## src/rtl/uart_rx_sampler.sv

```systemverilog
// uart_rx_sampler: oversampling UART receiver paced by divider ticks.
// Define UART_RX_MAJORITY_EN for 2-of-3 majority sampling of each bit.
module uart_rx_sampler #(
    parameter int OVERSAMPLE = 5,
    parameter int DATA_BITS  = 8,
    parameter int MID        = OVERSAMPLE / 2
) (
    input  logic                 sys_clk,
    input  logic                 reset_n,
    input  logic                 os_clk,
    input  logic                 rx,
    input  logic                 rx_ack,
    output logic [DATA_BITS-1:0] rx_data,
    output logic                 rx_valid,
    output logic                 rx_frame_err,
    output logic                 rx_overrun,
    output logic                 rx_busy
);

    localparam int TW = $clog2(OVERSAMPLE);
    localparam int BW = $clog2(DATA_BITS + 1);
`ifdef UART_RX_MAJORITY_EN
    localparam int SAMP = MID + 1;
`else
    localparam int SAMP = MID;
`endif
    localparam logic [TW-1:0] SAMP_IDX = TW'(SAMP);
    localparam logic [TW-1:0] LAST_IDX = TW'(OVERSAMPLE - 1);
    localparam logic [BW-1:0] NBITS    = BW'(DATA_BITS);

    typedef enum logic [1:0] {
        IDLE,
        START,
        DATA,
        STOP
    } state_t;

    state_t                 state, state_nx;
    logic [TW-1:0]          tick_cnt, tick_nx, idx;
    logic [BW-1:0]          bit_cnt, bit_nx;
    logic [DATA_BITS-1:0]   shift, shift_nx;
    logic [1:0]             rx_sync;
    logic                   rx_s;
    logic                   os_clk_d;
    logic                   tick;
    logic                   bit_sample;
    logic                   stop_good;
    logic                   stop_bad;

    // Two-flop synchroniser on rx and edge detector on the divider clock.
    always_ff @(posedge sys_clk or negedge reset_n) begin
        if (!reset_n) begin
            rx_sync  <= 2'b11;
            os_clk_d <= 1'b0;
        end else begin
            rx_sync  <= {rx_sync[0], rx};
            os_clk_d <= os_clk;
        end
    end

    assign rx_s = rx_sync[1];
    assign tick = os_clk & ~os_clk_d;

`ifdef UART_RX_MAJORITY_EN
    if (OVERSAMPLE < 3) begin : g_os_check
        $error("OVERSAMPLE must be at least 3 for majority sampling");
    end

    logic [1:0] hist;

    // Keep the rx_s values seen on the two previous ticks.
    always_ff @(posedge sys_clk or negedge reset_n) begin
        if (!reset_n) begin
            hist <= 2'b11;
        end else if (tick) begin
            hist <= {hist[0], rx_s};
        end
    end

    assign bit_sample = (hist[1] & hist[0]) |
                        (hist[1] & rx_s) |
                        (hist[0] & rx_s);
`else
    assign bit_sample = rx_s;
`endif

    // FSM state, tick/bit counters and data shift register.
    always_ff @(posedge sys_clk or negedge reset_n) begin
        if (!reset_n) begin
            state    <= IDLE;
            tick_cnt <= '0;
            bit_cnt  <= '0;
            shift    <= '0;
        end else begin
            state    <= state_nx;
            tick_cnt <= tick_nx;
            bit_cnt  <= bit_nx;
            shift    <= shift_nx;
        end
    end

    // Next-state logic; tick_cnt holds the index of the last tick seen.
    always_comb begin
        state_nx  = state;
        tick_nx   = tick_cnt;
        bit_nx    = bit_cnt;
        shift_nx  = shift;
        stop_good = 1'b0;
        stop_bad  = 1'b0;
        idx       = (tick_cnt == LAST_IDX) ? '0 : tick_cnt + 1'b1;
        if (tick) begin
            unique case (state)
                IDLE: begin
                    if (!rx_s) begin
                        state_nx = START;
                        tick_nx  = '0;
                    end
                end
                START: begin
                    tick_nx = idx;
                    if (tick_cnt == LAST_IDX) begin
                        bit_nx   = '0;
                        state_nx = DATA;
                    end else if (idx == SAMP_IDX && bit_sample) begin
                        state_nx = IDLE;
                        tick_nx  = '0;
                    end
                end
                DATA: begin
                    tick_nx = idx;
                    if (idx == SAMP_IDX) begin
                        shift_nx = {bit_sample, shift[DATA_BITS-1:1]};
                    end
                    if (tick_cnt == LAST_IDX) begin
                        bit_nx = bit_cnt + 1'b1;
                        if (bit_nx == NBITS) begin
                            state_nx = STOP;
                        end
                    end
                end
                STOP: begin
                    tick_nx = idx;
                    if (idx == SAMP_IDX) begin
                        state_nx  = IDLE;
                        tick_nx   = '0;
                        stop_good = bit_sample;
                        stop_bad  = ~bit_sample;
                    end
                end
            endcase
        end
    end

    // Delivery, overrun and ack handling; an ack in the delivery cycle
    // retires the old byte so the new one loads cleanly.
    always_ff @(posedge sys_clk or negedge reset_n) begin
        if (!reset_n) begin
            rx_data      <= '0;
            rx_valid     <= 1'b0;
            rx_overrun   <= 1'b0;
            rx_frame_err <= 1'b0;
        end else begin
            rx_frame_err <= stop_bad;
            if (stop_good && (!rx_valid || rx_ack)) begin
                rx_data    <= shift;
                rx_valid   <= 1'b1;
                rx_overrun <= 1'b0;
            end else if (stop_good) begin
                rx_overrun <= 1'b1;
            end else if (rx_ack && rx_valid) begin
                rx_valid   <= 1'b0;
                rx_overrun <= 1'b0;
            end
        end
    end

    assign rx_busy = (state != IDLE);

endmodule

```

## config.mk

```make
export PLATFORM = sky130hd
export DESIGN_NAME = uart_rx_sampler
export DESIGN_NICKNAME = d
export VERILOG_FILES = /design/src/rtl/uart_rx_sampler.sv
export SDC_FILE = /design/constraint.sdc
export NUM_CORES = 1
export LEC_CHECK = 0
export CORE_AREA = 2 2 69 71
export DETAILED_ROUTE_END_ITERATION = 12
export DIE_AREA = 0 0 71 73
export PLACE_DENSITY_LB_ADDON = 0.25
export SLEW_MARGIN = 30
export SYNTH_ARGS = -nofsm -noshare
export SYNTH_HDL_FRONTEND = slang
export SYNTH_SLANG_ARGS = --single-unit
```

## constraint.sdc

```tcl
create_clock -name sys_clk -period 3.5 [get_ports sys_clk]
set_clock_uncertainty 0.2 [all_clocks]
set_input_delay 0.7 -clock sys_clk [delete_from_list [all_inputs] [get_ports sys_clk]]
set_output_delay 0.7 -clock sys_clk [all_outputs]
set_load 0.02 [all_outputs]
```

After elaboration in Yosys (flattened, before gate mapping)
Cells that the tools add are included.

Flip-flop bits (word level): 31. Word-level logic and storage cells: 70. Output and inout port bits: 12.

Muxes and demuxes: 27. Add/subtract/negate cells: 2. Reductions and logical operators: 15. Equal/unequal tests: 13. Bitwise logic cells: 3.

Operator list (count): $mux 3 (5); $mux 2 (6); $pmux 3 s4 (1); $mux 1 (11); $ne 2x2->1 const B (5); $mux 4 (2); $pmux 2 s4 (1); $pmux 4 s2 (1); $reduce_and 6->1 (1); $reduce_bool 2->1 (3); $add 4x1->4 const B (1); $eq 2x2->1 const B (2); $eq 4x4->1 const B (1); $reduce_and 2->1 (2); $reduce_and 4->1 (1); $add 3x1->3 const B (1); $eq 3x2->1 const B (1); $eq 3x3->1 const B (1); $logic_and 1x1->1 (3); $ne 3x3->1 const B (1); $reduce_and 3->1 (1); $reduce_bool 3->1 (1); $eq 2x1->1 const B (1); $logic_not 2->1 (1); 5 further kinds (6).

Depth between registers and ports, before layout
Depth after elaboration: 9. Gate-level depth with buffers: 6. Mapped depth without buffers: 6.

Worst setup path before layout
No wires, ideal clock.

Kind: register to register. From: register tick_cnt[0]. To: register rx_data[5]. Clock period less this slack: 1.973 ns. Slack: 1.527 ns. Buffers on the path: 0. Data required time: 3.175 ns. Data arrival time: 1.648 ns. Cell stages (with the launch flop): 6. Cell sequence: dfrtp_1 > ha_1 > nor2b_2 > nor4_4 > nand2_4 > mux2_4.

Cells in the longest elaborated chain, start to end: 7. Elaborated cells on any way between the ends: 8. Those cells by class: add/sub: 1; eq/ne: 2; mux: 4; reduce/logical: 1.

Ends and longest elaborated chain: from (decl) (line 39) `logic [TW-1:0] tick_cnt, tick_nx, idx;`; from (signal assigned) (line 96) `tick_cnt <= tick_nx;`; $add 3x1->3 / $eq 3x3->1 (equally long branches) (line 110) `idx = (tick_cnt == LAST_IDX) ? '0 : tick_cnt + 1'b1;`; $mux 3 (*) (line 110); $eq 3x2->1 (*) (line 143) `if (idx == SAMP_IDX) begin`; $mux 1 (*) (line 143); $mux 1 (*) (line 112) `unique case (state)`; $mux 1 (*) (line 111) `if (tick) begin`; $logic_and 1x1->1 (*) (line 164) `if (stop_good && (!rx_valid || rx_ack)) begin`; to (signal assigned) (line 165) `rx_data <= shift;`; to (decl) (line 13) `output logic [DATA_BITS-1:0] rx_data,`.

Every way passes the cells marked *; elsewhere a longest branch is shown, timed or not. A chain may end at the register's enable or synchronous reset.

Worst setup path in the final report
From: register state[0]. To: output rx_busy.

Cells in the longest elaborated chain, start to end: 1.

Ends and longest elaborated chain: from (decl) (line 38) `state_t state, state_nx;`; from (signal assigned) (line 95) `state <= state_nx;`; $reduce_bool 2->1 (line 177) `assign rx_busy = (state != IDLE);`; to (decl) (line 17) `output logic rx_busy`.

No other way between the ends.

==> key figures <==
Status
  • Status: completed

Power and ir drop
  • Pwr dens: between 600 and 700 mW/mm2
  • Clk pwr share: 23.7%
  • Internal: a little over 700 uW
  • Seq pwr share: between 40% and 50%
  • VDD IR max: ~0.29 mV
  • Comb pwr share: approximately a third
  • P_sw: about 440 uW
  • Lkg Pwr: 0.8205 nW
  • Switching share of power: around 38%

STA
  • Final Max Slew Viols: 0
  • Worst-Margin Slew: roughly 540 ps
  • Final Hold Viols: 0
  • Final setup vio count: 0
  • Crit path setup slack, layout: ~800 ps
  • F_max: approximately 0.37 GHz
  • Final min period: between 2000 and 3000 ps
  • Setup TNS Final: 0 ps
  • RSZ-0062 raised after global routing: no
  • Worst rel slew slack: 63.86%
  • Hold_ws: 159.0 ps
  • Period utilization: between 70 and 80%

Global route
  • Antenna violations before repair: 0
  • Largest net degree at the start of global routing: 32
  • Vias in the first global route: between 1000 and 1500
  • All-Layer GR Usage: about an eighth
  • Global-route wire length before repair: 4830 um
  • Global route overflow: 0

Clocking
  • CTS hold repair buffers: 0
  • Clock transition at path regs: about 70 ps
  • CTS H-tree depth: 2
  • Clk sinks: 31
  • TritonCTS Buffers: 5
  • # resized after CTS: 0
  • CTS tree: built
  • Post-CTS Repair Setup Buffers: 0
  • Clk_lat worst skew: between 200 and 300 ps
  • Max clock buf depth: 2
  • Root Driver: clkbuf_8

Setup path
  • R2R Setup Slk: ~1300 ps
  • Critical Path, Cell by Cell: nor2_1 -> inv_1 -> clkdlybuf4s50_1
  • Critical path launch point: state[0]
  • CP max stage delay: roughly 670 ps
  • CP endpoint: rx_busy
  • FF-to-FF path depth: 6
  • Critical path depth in cells: 3
  • WS Path Type: flip-flop to primary output
  • Startpoint types: flip-flop
  • Worst Path Buf+Inv: 2
  • Crit Path Max Fanout: 17
  • Worst r2r src: tick_cnt[0]
  • Delay-heaviest family, CP: flip-flops
  • Reg2reg end: rx_data[5]
  • CP required: roughly 2600 ps
  • CP max-delay cell: dfrtp_1
  • Worst endpoint data arrival time: roughly 1800 ps
  • Crit path capture type: primary output

Synthesis
  • Post-synth top area cell: dfrtp_1
  • Share of the synthesized area in the top cell type: about 48%
  • Top post-synthesis cells by area: dfrtp_1, mux2_2, dfstp_2
  • Syn Area/Cell: approximately 12 um2
  • Synth cell types: 38
  • Synth async-reset ratio: 100.0%
  • Share of the yosys chip area belonging to registers: 51.36%
  • Post-synthesis cell area: roughly 0.0015 mm2
  • Top FF cell, synth: dfrtp_1
  • #FFs+latches synth: 31
  • Gate Count Post-Synth: about 130
  • Ys Warns: 0
  • Post-Syn Nets: about 130
  • Post-synth EDFFs: 0

Finish
  • P&R area growth vs syn: 19.49%
  • N_diodes: 0
  • Final net count: around 150
  • Reg area: roughly 800 um2
  • Commonest non-fill, non-tap cell in the layout: dfrtp_1
  • Most frequent cells in the layout: dfrtp_1, clkdlybuf4s50_1, mux2_2, nand2_1
  • Share of cells above drive strength 1: a little under a quarter
  • Fillers: about 420
  • Util after Layout: about 40%
  • Multi-input logic area: around 690 um2

Floorplanning
  • Die W: between 70 and 80 um
  • Total die area: roughly 0.0052 mm2
  • I/O pin cnt: 17
  • Starting Density: 33.41%
  • Row cnt: 25
  • Core area: ~0.0045 mm2
  • Die Ht: approximately 73 um

Drt
  • DR vias/cell: slightly above 5
  • Total number of vias: between 1000 and 1500
  • Drt drc: 0
  • Post-route ant nets: 0
  • Iter 0 DRT Violations: 95
  • Routed Wire Length: between 2000 and 3000 um
  • Initial DRT Pass Iterations: 4
  • WL per Instance: between 10 and 15 um

Placement
  • Final GP Congestion: between 0.8 and 0.9
  • # port buffers: 16
  • Pre-CTS setup slack: ~830 ps
  • Hpwl dp: 1947 um

Flow run
  • Number of max-cap violations: 0

Worst hold path
  • Hold WC Path Type: flip-flop to flip-flop
## per-stage QoR
| stage | area (um2) | total power, mW | cells |
|---|---|---|---|
| after detailed placement | 1725 | 0.8843 | 192 |
| after CTS | 1810 | 1.167 | 200 |
| after global placement | 1725 | 0.8725 | 192 |
| final | 1810 | 1.159 | 200 |
| after floorplan | 1515 | 0.8045 | 125 |
| after global routing | 1810 | 1.235 | 200 |
## synthesized netlist by cell type (3+ instances only)
master and instances:
mux2_2 15, a21o_1 3, a21oi_1 6, nand2_1 13, dfrtp_1 29, o21ai_0 6, nand2b_1 4, inv_1 5
ha_1 4, nand3_1 3, o31a_1 3
## state kept, by name, indices dropped and copies added, names as in the netlist, named ones only
signal / cells
bit_cnt: 4
rx_valid: 1
os_clk_d: 1
rx_data: 8
shift: 8
rx_sync: 2
tick_cnt: 3
state: 1
rx_overrun: 1
rx_frame_err: 1
## how the worst min path moves through the flow
stage                 end       start  cells after the start  slack [ps]
3_5_place_dp   rx_sync[1]  rx_sync[0]                      0         150
2_1_floorplan  rx_sync[1]  rx_sync[0]                      0         150
4_1_cts        rx_sync[1]  rx_sync[0]                      0         160
6_report       rx_sync[1]  rx_sync[0]                      0         160
3_3_place_gp   rx_sync[1]  rx_sync[0]                      0         150
5_1_grt        rx_sync[1]  rx_sync[0]                      0         160
## routing by layer
metal  vias to the layer above  track usage, %  wire [um]
li1                        487               -          -
met1                       505           14.47       1303
met2                        25           20.25       1376
met3                         5           3.867        143
met4                         0           5.241         37
met5                         -               0          0
## power by group through the flow
| stage | clock, mW | combinational, mW | sequential, mW |
|---|---|---|---|
| floorplan | 0 | 0.341 | 0.463 |
| global placement | 0 | 0.353 | 0.520 |
| detailed placement | 0 | 0.360 | 0.524 |
| CTS | 0.283 | 0.367 | 0.518 |
| global route | 0.296 | 0.409 | 0.530 |
| finish | 0.275 | 0.364 | 0.520 |
## cell type report
cell class / instances / area share, %
clock buffers: 6 / 4.008
clock inverters: 2 / 0.6911
inverters: 5 / 1.037
multi-input cells: 85 / 38.29
flip-flops and latches: 31 / 42.99
well taps: 54 / 3.732
repair buffers: 17 / 9.261
## cells by family after synthesis
group           synth area share (%)
flops                          51.36
compound gates                 11.64
mux                            13.79
buf+inv                        2.890
fa+ha+maj                      3.303
simple gates                   16.43
xor+xnor                      0.5781
(Power assumes the default switching activity.)
